## config.mk

```make
export PLATFORM = sky130hd
export DESIGN_NAME = data_proc2
export DESIGN_NICKNAME = d
export VERILOG_FILES = /design/src/rtl/data_proc_pkg.sv /design/src/rtl/axis_skid_buffer.sv /design/src/rtl/data_proc2.sv
export SDC_FILE = /design/constraint.sdc
export NUM_CORES = 2
export LEC_CHECK = 0
export ABC_CLOCK_PERIOD_IN_PS = 3850
export BUFFER_PORTS_ARGS = -buffer_cell sky130_fd_sc_hd__buf_2
export CAP_MARGIN = 20
export CORE_AREA = 2 2 414 416
export CTS_CLUSTER_SIZE = 28
export DETAILED_ROUTE_END_ITERATION = 10
export DIE_AREA = 0 0 416 418
export GPL_ROUTABILITY_DRIVEN = 0
export SETUP_SLACK_MARGIN = 0.5
export SLEW_MARGIN = 20
export SYNTH_ARGS = -nofsm -noshare
export SYNTH_HDL_FRONTEND = slang
export SYNTH_SLANG_ARGS = --single-unit
```

## constraint.sdc

```tcl
create_clock -name ap_clk -period 3.85 [get_ports ap_clk]
set_input_delay 0.77 -clock ap_clk [delete_from_list [all_inputs] [get_ports ap_clk]]
set_output_delay 0.77 -clock ap_clk [all_outputs]
set_load 0.01 [all_outputs]
```

## src/rtl/data_proc_pkg.sv

```systemverilog
// Shared constants, FSM state type and lane arithmetic for the data_proc chain.
// Defining DATA_PROC2_SAT_EN turns the lane increment into a saturating add.
package data_proc_pkg;
  localparam int DATA_W    = 512;
  localparam int LANE_W    = 32;
  localparam int NUM_LANES = DATA_W / LANE_W;

  typedef enum logic [1:0] {
    IDLE = 2'd0,
    RUN  = 2'd1,
    DONE = 2'd2
  } state_e;

  function automatic logic [DATA_W-1:0] lane_inc(input logic [DATA_W-1:0] data,
                                                 input logic [LANE_W-1:0] inc);
    logic [DATA_W-1:0] res;
`ifdef DATA_PROC2_SAT_EN
    logic [LANE_W:0] sum;
`endif
    res = {DATA_W{1'b0}};
    for (int i = 0; i < NUM_LANES; i++) begin
`ifdef DATA_PROC2_SAT_EN
      sum = {1'b0, data[i*LANE_W +: LANE_W]} + {1'b0, inc};
      res[i*LANE_W +: LANE_W] = sum[LANE_W] ? {LANE_W{1'b1}} : sum[LANE_W-1:0];
`else
      res[i*LANE_W +: LANE_W] = data[i*LANE_W +: LANE_W] + inc;
`endif
    end
    return res;
  endfunction
endpackage

```

## src/rtl/axis_skid_buffer.sv

```systemverilog
// Two-entry AXI-Stream buffer (output register + skid register) with a registered
// input ready, so upstream ready never depends combinationally on downstream ready.
module axis_skid_buffer #(
  parameter int DATA_W = 512
) (
  input  logic              clk,
  input  logic              rst_n,
  input  logic              allow,
  input  logic [DATA_W-1:0] in_data,
  input  logic              in_valid,
  output logic              in_ready,
  output logic [DATA_W-1:0] out_data,
  output logic              out_valid,
  input  logic              out_ready
);
  logic [DATA_W-1:0] out_data_r, out_data_s, skid_data_r, skid_data_s;
  logic              out_valid_r, out_valid_s, skid_valid_r, skid_valid_s;
  logic              in_ready_r, in_ready_s, in_hs_s, out_hs_s;

  // Next-state of both entries; ready only re-opens once the skid slot is free.
  always_comb begin
    in_hs_s      = in_valid && in_ready_r;
    out_hs_s     = out_valid_r && out_ready;
    out_data_s   = out_data_r;
    out_valid_s  = out_valid_r;
    skid_data_s  = skid_data_r;
    skid_valid_s = skid_valid_r;
    if (out_hs_s) begin
      out_data_s   = skid_valid_r ? skid_data_r : out_data_r;
      out_valid_s  = skid_valid_r;
      skid_valid_s = 1'b0;
    end else begin
      out_valid_s  = out_valid_r;
    end
    if (in_hs_s) begin
      if (out_valid_s) begin
        skid_data_s  = in_data;
        skid_valid_s = 1'b1;
      end else begin
        out_data_s   = in_data;
        out_valid_s  = 1'b1;
      end
    end else begin
      skid_data_s = skid_data_r;
    end
    in_ready_s = allow && !skid_valid_s;
  end

  // Buffer registers with synchronous active-low reset.
  always_ff @(posedge clk) begin
    if (!rst_n) begin
      out_data_r   <= {DATA_W{1'b0}};
      out_valid_r  <= 1'b0;
      skid_data_r  <= {DATA_W{1'b0}};
      skid_valid_r <= 1'b0;
      in_ready_r   <= 1'b0;
    end else begin
      out_data_r   <= out_data_s;
      out_valid_r  <= out_valid_s;
      skid_data_r  <= skid_data_s;
      skid_valid_r <= skid_valid_s;
      in_ready_r   <= in_ready_s;
    end
  end

  assign in_ready  = in_ready_r;
  assign out_data  = out_data_r;
  assign out_valid = out_valid_r;
endmodule

```

## src/rtl/data_proc2.sv

```systemverilog
// data_proc2: adds INC to every lane of each beat, ap_ctrl_hs controlled.
// Build option DATA_PROC2_SAT_EN: saturating lanes instead of modular wrap.
module data_proc2 import data_proc_pkg::*; #(
  parameter int unsigned INC   = 1,
  parameter int          CNT_W = 32
) (
  input  logic              ap_clk,
  input  logic              ap_rst_n,
  input  logic              ap_start,
  output logic              ap_done,
  output logic              ap_idle,
  output logic              ap_ready,
  input  logic [CNT_W-1:0]  beat_count,
  input  logic [DATA_W-1:0] Input_1_TDATA,
  input  logic              Input_1_TVALID,
  output logic              Input_1_TREADY,
  output logic [DATA_W-1:0] Output_1_TDATA,
  output logic              Output_1_TVALID,
  input  logic              Output_1_TREADY
);
  localparam logic [CNT_W-1:0]  CNT_ZERO = {CNT_W{1'b0}};
  localparam logic [CNT_W-1:0]  CNT_ONE  = {{(CNT_W-1){1'b0}}, 1'b1};
  localparam logic [LANE_W-1:0] INC_LANE = INC[LANE_W-1:0];

  state_e            state_r, state_s;
  logic [CNT_W-1:0]  n_r, n_s, in_cnt_r, in_cnt_s, out_cnt_r, out_cnt_s;
  logic              in_hs_s, out_hs_s, allow_s, ap_done_r, ap_idle_r;
  logic [DATA_W-1:0] inc_data_s;

  assign in_hs_s    = Input_1_TVALID && Input_1_TREADY;
  assign out_hs_s   = Output_1_TVALID && Output_1_TREADY;
  assign inc_data_s = lane_inc(Input_1_TDATA, INC_LANE);

  // FSM next state and beat counters; RUN ends when the n-th beat leaves.
  always_comb begin
    state_s   = state_r;
    n_s       = n_r;
    in_cnt_s  = in_cnt_r;
    out_cnt_s = out_cnt_r;
    case (state_r)
      IDLE: begin
        if (ap_start) begin
          state_s   = RUN;
          n_s       = beat_count;
          in_cnt_s  = CNT_ZERO;
          out_cnt_s = CNT_ZERO;
        end else begin
          state_s   = IDLE;
        end
      end
      RUN: begin
        if (in_hs_s) begin
          in_cnt_s = in_cnt_r + CNT_ONE;
        end else begin
          in_cnt_s = in_cnt_r;
        end
        if (out_hs_s) begin
          out_cnt_s = out_cnt_r + CNT_ONE;
        end else begin
          out_cnt_s = out_cnt_r;
        end
        if (out_cnt_s == n_r) begin
          state_s = DONE;
        end else begin
          state_s = RUN;
        end
      end
      DONE:    state_s = IDLE;
      default: state_s = IDLE;
    endcase
    allow_s = (state_s == RUN) && (in_cnt_s < n_s);
  end

  // Control registers with synchronous active-low reset.
  always_ff @(posedge ap_clk) begin
    if (!ap_rst_n) begin
      state_r   <= IDLE;
      n_r       <= CNT_ZERO;
      in_cnt_r  <= CNT_ZERO;
      out_cnt_r <= CNT_ZERO;
      ap_done_r <= 1'b0;
      ap_idle_r <= 1'b1;
    end else begin
      state_r   <= state_s;
      n_r       <= n_s;
      in_cnt_r  <= in_cnt_s;
      out_cnt_r <= out_cnt_s;
      ap_done_r <= (state_s == DONE);
      ap_idle_r <= (state_s == IDLE);
    end
  end

  assign ap_done  = ap_done_r;
  assign ap_ready = ap_done_r;
  assign ap_idle  = ap_idle_r;

  axis_skid_buffer #(.DATA_W(DATA_W)) u_skid (
    .clk       (ap_clk),
    .rst_n     (ap_rst_n),
    .allow     (allow_s),
    .in_data   (inc_data_s),
    .in_valid  (Input_1_TVALID),
    .in_ready  (Input_1_TREADY),
    .out_data  (Output_1_TDATA),
    .out_valid (Output_1_TVALID),
    .out_ready (Output_1_TREADY)
  );
endmodule

```

==> metrics.yaml <==
startpoint: "out_cnt_r[3]"
status: "finished clean"
muxShareOfSynthArea_pct: 0.773
crit_arrival_ns: 3.88
timing.hold.ws_ns: 0.226
ctsHtreeMaxLevel: 4
synth_top_family_by_area: "simple AND/OR/NAND/NOR gates"
p_switching_mw: 7.76
min_period_over_period_pct: 82.4
cts_root_buf: "clkbuf_16"
synth_flop_cell: "dfxtp_1"
yosysWarnings: 0
synth-xor-area-share_pct: 8.76
layout_commonest_cell: "nand2_1"
final_util_pct: 38.9
num_io_pins: 1066
hold_path_class: "input pin to flip-flop"
coreArea_sq_mm: 0.169
path_class: "flip-flop to flip-flop"
avgSynthCellArea_sq_um: 8.06
fin_tns_setup_ns: 0
yosys_register_bits: 1127
async_flop_share_pct: 0
port_buffers: 1065
r2r-start: "out_cnt_r[3]"
die_x_um: 416
ant_nets: 0
grt_max_degree: 133
drive_gt1_share_pct: 19.6
via_count: 52800
synth_adder_area_share_pct: 1.16
internal_power_mw: 21.0
cap_violations: 0
synth_edf_count: 0
multiInputGateArea_sq_mm: 0.0286
drtPass1Iterations: 6
cts_tree: "yes"
finalCriticalPeriod_ns: 3.17
worst_ep_required_time_ns: 4.56
max_freq_mhz: 315
p_comb_share_pct: 11.8
cp-start-kind: "flip-flop"
min_from: "Input_1_TDATA[384]"
worst_slew_pin_slew_ns: 0.753
clkTransAtPathRegs_ns: 0.06
grt_pass1_vias: 49800
final_nets: 8056
synth_cell_types: 62
cp_cell_sequence: "nand4_1 > or4_4 > nor3_4 > xnor2_1 > a2111o_1 > or4_4 > nor3_4 > and4_1"
grt.total_usage_pct: 23.7
start_util_pct: 31.4
fillers: 17200
cts_buffers: 136
synthesis.nets: 7185
vias_per_cell: 5.38
regArea_sq_mm: 0.0226
rows: 151
drc: 0
synth-seq-area-share_pct: 42.5
max_stage_delay_ns: 0.55
setup_violations: 0
finalWorstSetupSlack_ns: 0.676
power-per-cell-area_mw_per_mm2: 437
antenna_found_initial: 66
grt_setup_unrepaired: "true"
cts_sinks: 1127
swShare_pct: 27.0
ir_drop_mv: 0.409
clkPwrFrac_pct: 45.0
seqPwrFrac_pct: 43.2
netlist_area_sq_mm: 0.0531
critPathSlowestCell: "or4_4"
drt_iter0_drc: 4659
post-place-ws_ns: 0.225
relSlewSlack_pct: 49.8
wl_per_cell_um: 22.0
dieArea_sq_mm: 0.174
skew_ns: 0.0321
finalHoldViolCount: 0
final_cell_mix: "1238 x nand2_1, 1125 x dfxtp_1, 1064 x buf_2"
holdPathStages: 2
finalMaxSlewViolations: 0
area_growth_syn_to_layout_pct: 23.8
leakagePower_nw: 24.6
grt-ovfl-total: 0
synth_cells: 6587
grt_pass1_wl_um: 317000
critPathCaptureType: "flip-flop"
clkLatencyLatePin_ns: 0.78
synth_compound_area_share_pct: 17.1
die_h_um: 418
path_max_fanout: 10
drt_wl_total_um: 216000
hpwl_um: 161000
cts_buffer_depth: 3
reg2regPathDepth: 8
synthSimpleGateAreaFrac_pct: 25.9
logic make-up after synthesis:
group | count (synthesis)
xor+xnor | 531
flops | 1127
compound gates | 1300
mux | 41
simple gates | 3008
buf+inv | 531
fa+ha+maj | 49
cell type report:
cell class / instances / share of cell area, %
Sequential cell: 1127 / 34.3
Inverter: 29 / 0.177
Clock inverter: 48 / 0.769
Tap cell: 2218 / 4.22
Antenna cell: 40 / 0.152
Multi-Input combinational cell: 4929 / 43.5
Clock buffer: 193 / 5.96
Timing Repair Buffer: 1235 / 10.9
power groups by stage:
stage,registers [mW],clock network (mW),logic (mW)
floorplan,12.7,0,1.53
global placement,12.6,0,3.33
detailed placement,12.6,0,3.38
CTS,12.4,13.1,3.40
global route,12.4,13.6,3.67
finish,12.4,12.9,3.40
sequential cells by signal (all words and copies together), names as in the netlist:
| name | count |
|---|---|
| u_skid.in_ready | 1 |
| in_cnt_r | 32 |
| u_skid.skid_valid_r | 1 |
| u_skid.out_data | 512 |
| n_r | 32 |
| state_r | 2 |
| out_cnt_r | 32 |
| u_skid.skid_data_r | 512 |
| u_skid.out_valid | 1 |
| ap_done | 1 |
| ap_idle | 1 |
cells in the mapped netlist, types with 13 or more instances:
| cell | n | area (sq um) |
|---|---|---|
| nand2_1 | 1241 | 4660 |
| dfxtp_1 | 1127 | 22600 |
| a211oi_1 | 752 | 5650 |
| nor2_1 | 699 | 2620 |
| and3_1 | 497 | 3110 |
| clkbuf_1 | 470 | 1760 |
| xor2_1 | 311 | 2720 |
| nand3_1 | 220 | 1100 |
| xnor2_1 | 220 | 1930 |
| a21oi_1 | 213 | 1070 |
| o21ai_0 | 131 | 656 |
| nand4_1 | 100 | 626 |
| a221oi_1 | 81 | 709 |
| nor3_1 | 79 | 395 |
| a311oi_1 | 54 | 473 |
| and2_1 | 54 | 338 |
| ha_1 | 49 | 613 |
| and4_1 | 42 | 368 |
| mux2i_1 | 41 | 410 |
| inv_1 | 28 | 105 |
| buf_1 | 25 | 93.8 |
| nor2b_1 | 21 | 131 |
| o31ai_1 | 19 | 143 |
| a21o_1 | 13 | 97.6 |
critical path: cells and delay by family (launching register included):
family	cells	cell delay [ns]
XOR/XNOR	1	0.10
AND/OR/NAND/NOR	6	2.16
AO/OA/AOI/OAI	1	0.35
flip-flops	1	0.51
per-layer routing:
metal  routed length [um]  global-route usage [%]  share of wire [%]  up-vias
li1                     -                       -                  -    25000
met1                87500                    28.9                 40    25300
met2               100000                    38.0                 46     2016
met3                15800                    5.53                7.3      513
met4                13000                    14.0                6.0       24
met5                  165                       0              0.076        -
worst paths after layout:
kind                            slack, ns                     end
worst min register to register       0.45  u_skid.skid_data_r[33]
worst max register to register       0.68                 ap_done
worst max-delay path                 0.68                 ap_done
worst min-delay path                 0.23    u_skid.out_data[384]
timing repair:
item / CTS / global route
buffers inserted: 0 / 0
hold buffers: 0 / 0
gates resized for setup: 0 / 13
endpoints found under the setup margin: 0 / 4
metrics by stage:
step	instance area, sq um	power, mW	instances
final	65700	28.7	9819
after global routing	65700	29.7	9816
after global placement	61100	16.0	9538
after floorplan	53100	14.3	6587
after CTS	65600	28.9	9779
after detailed placement	61100	16.0	9538
(Power assumes the default switching activity.)
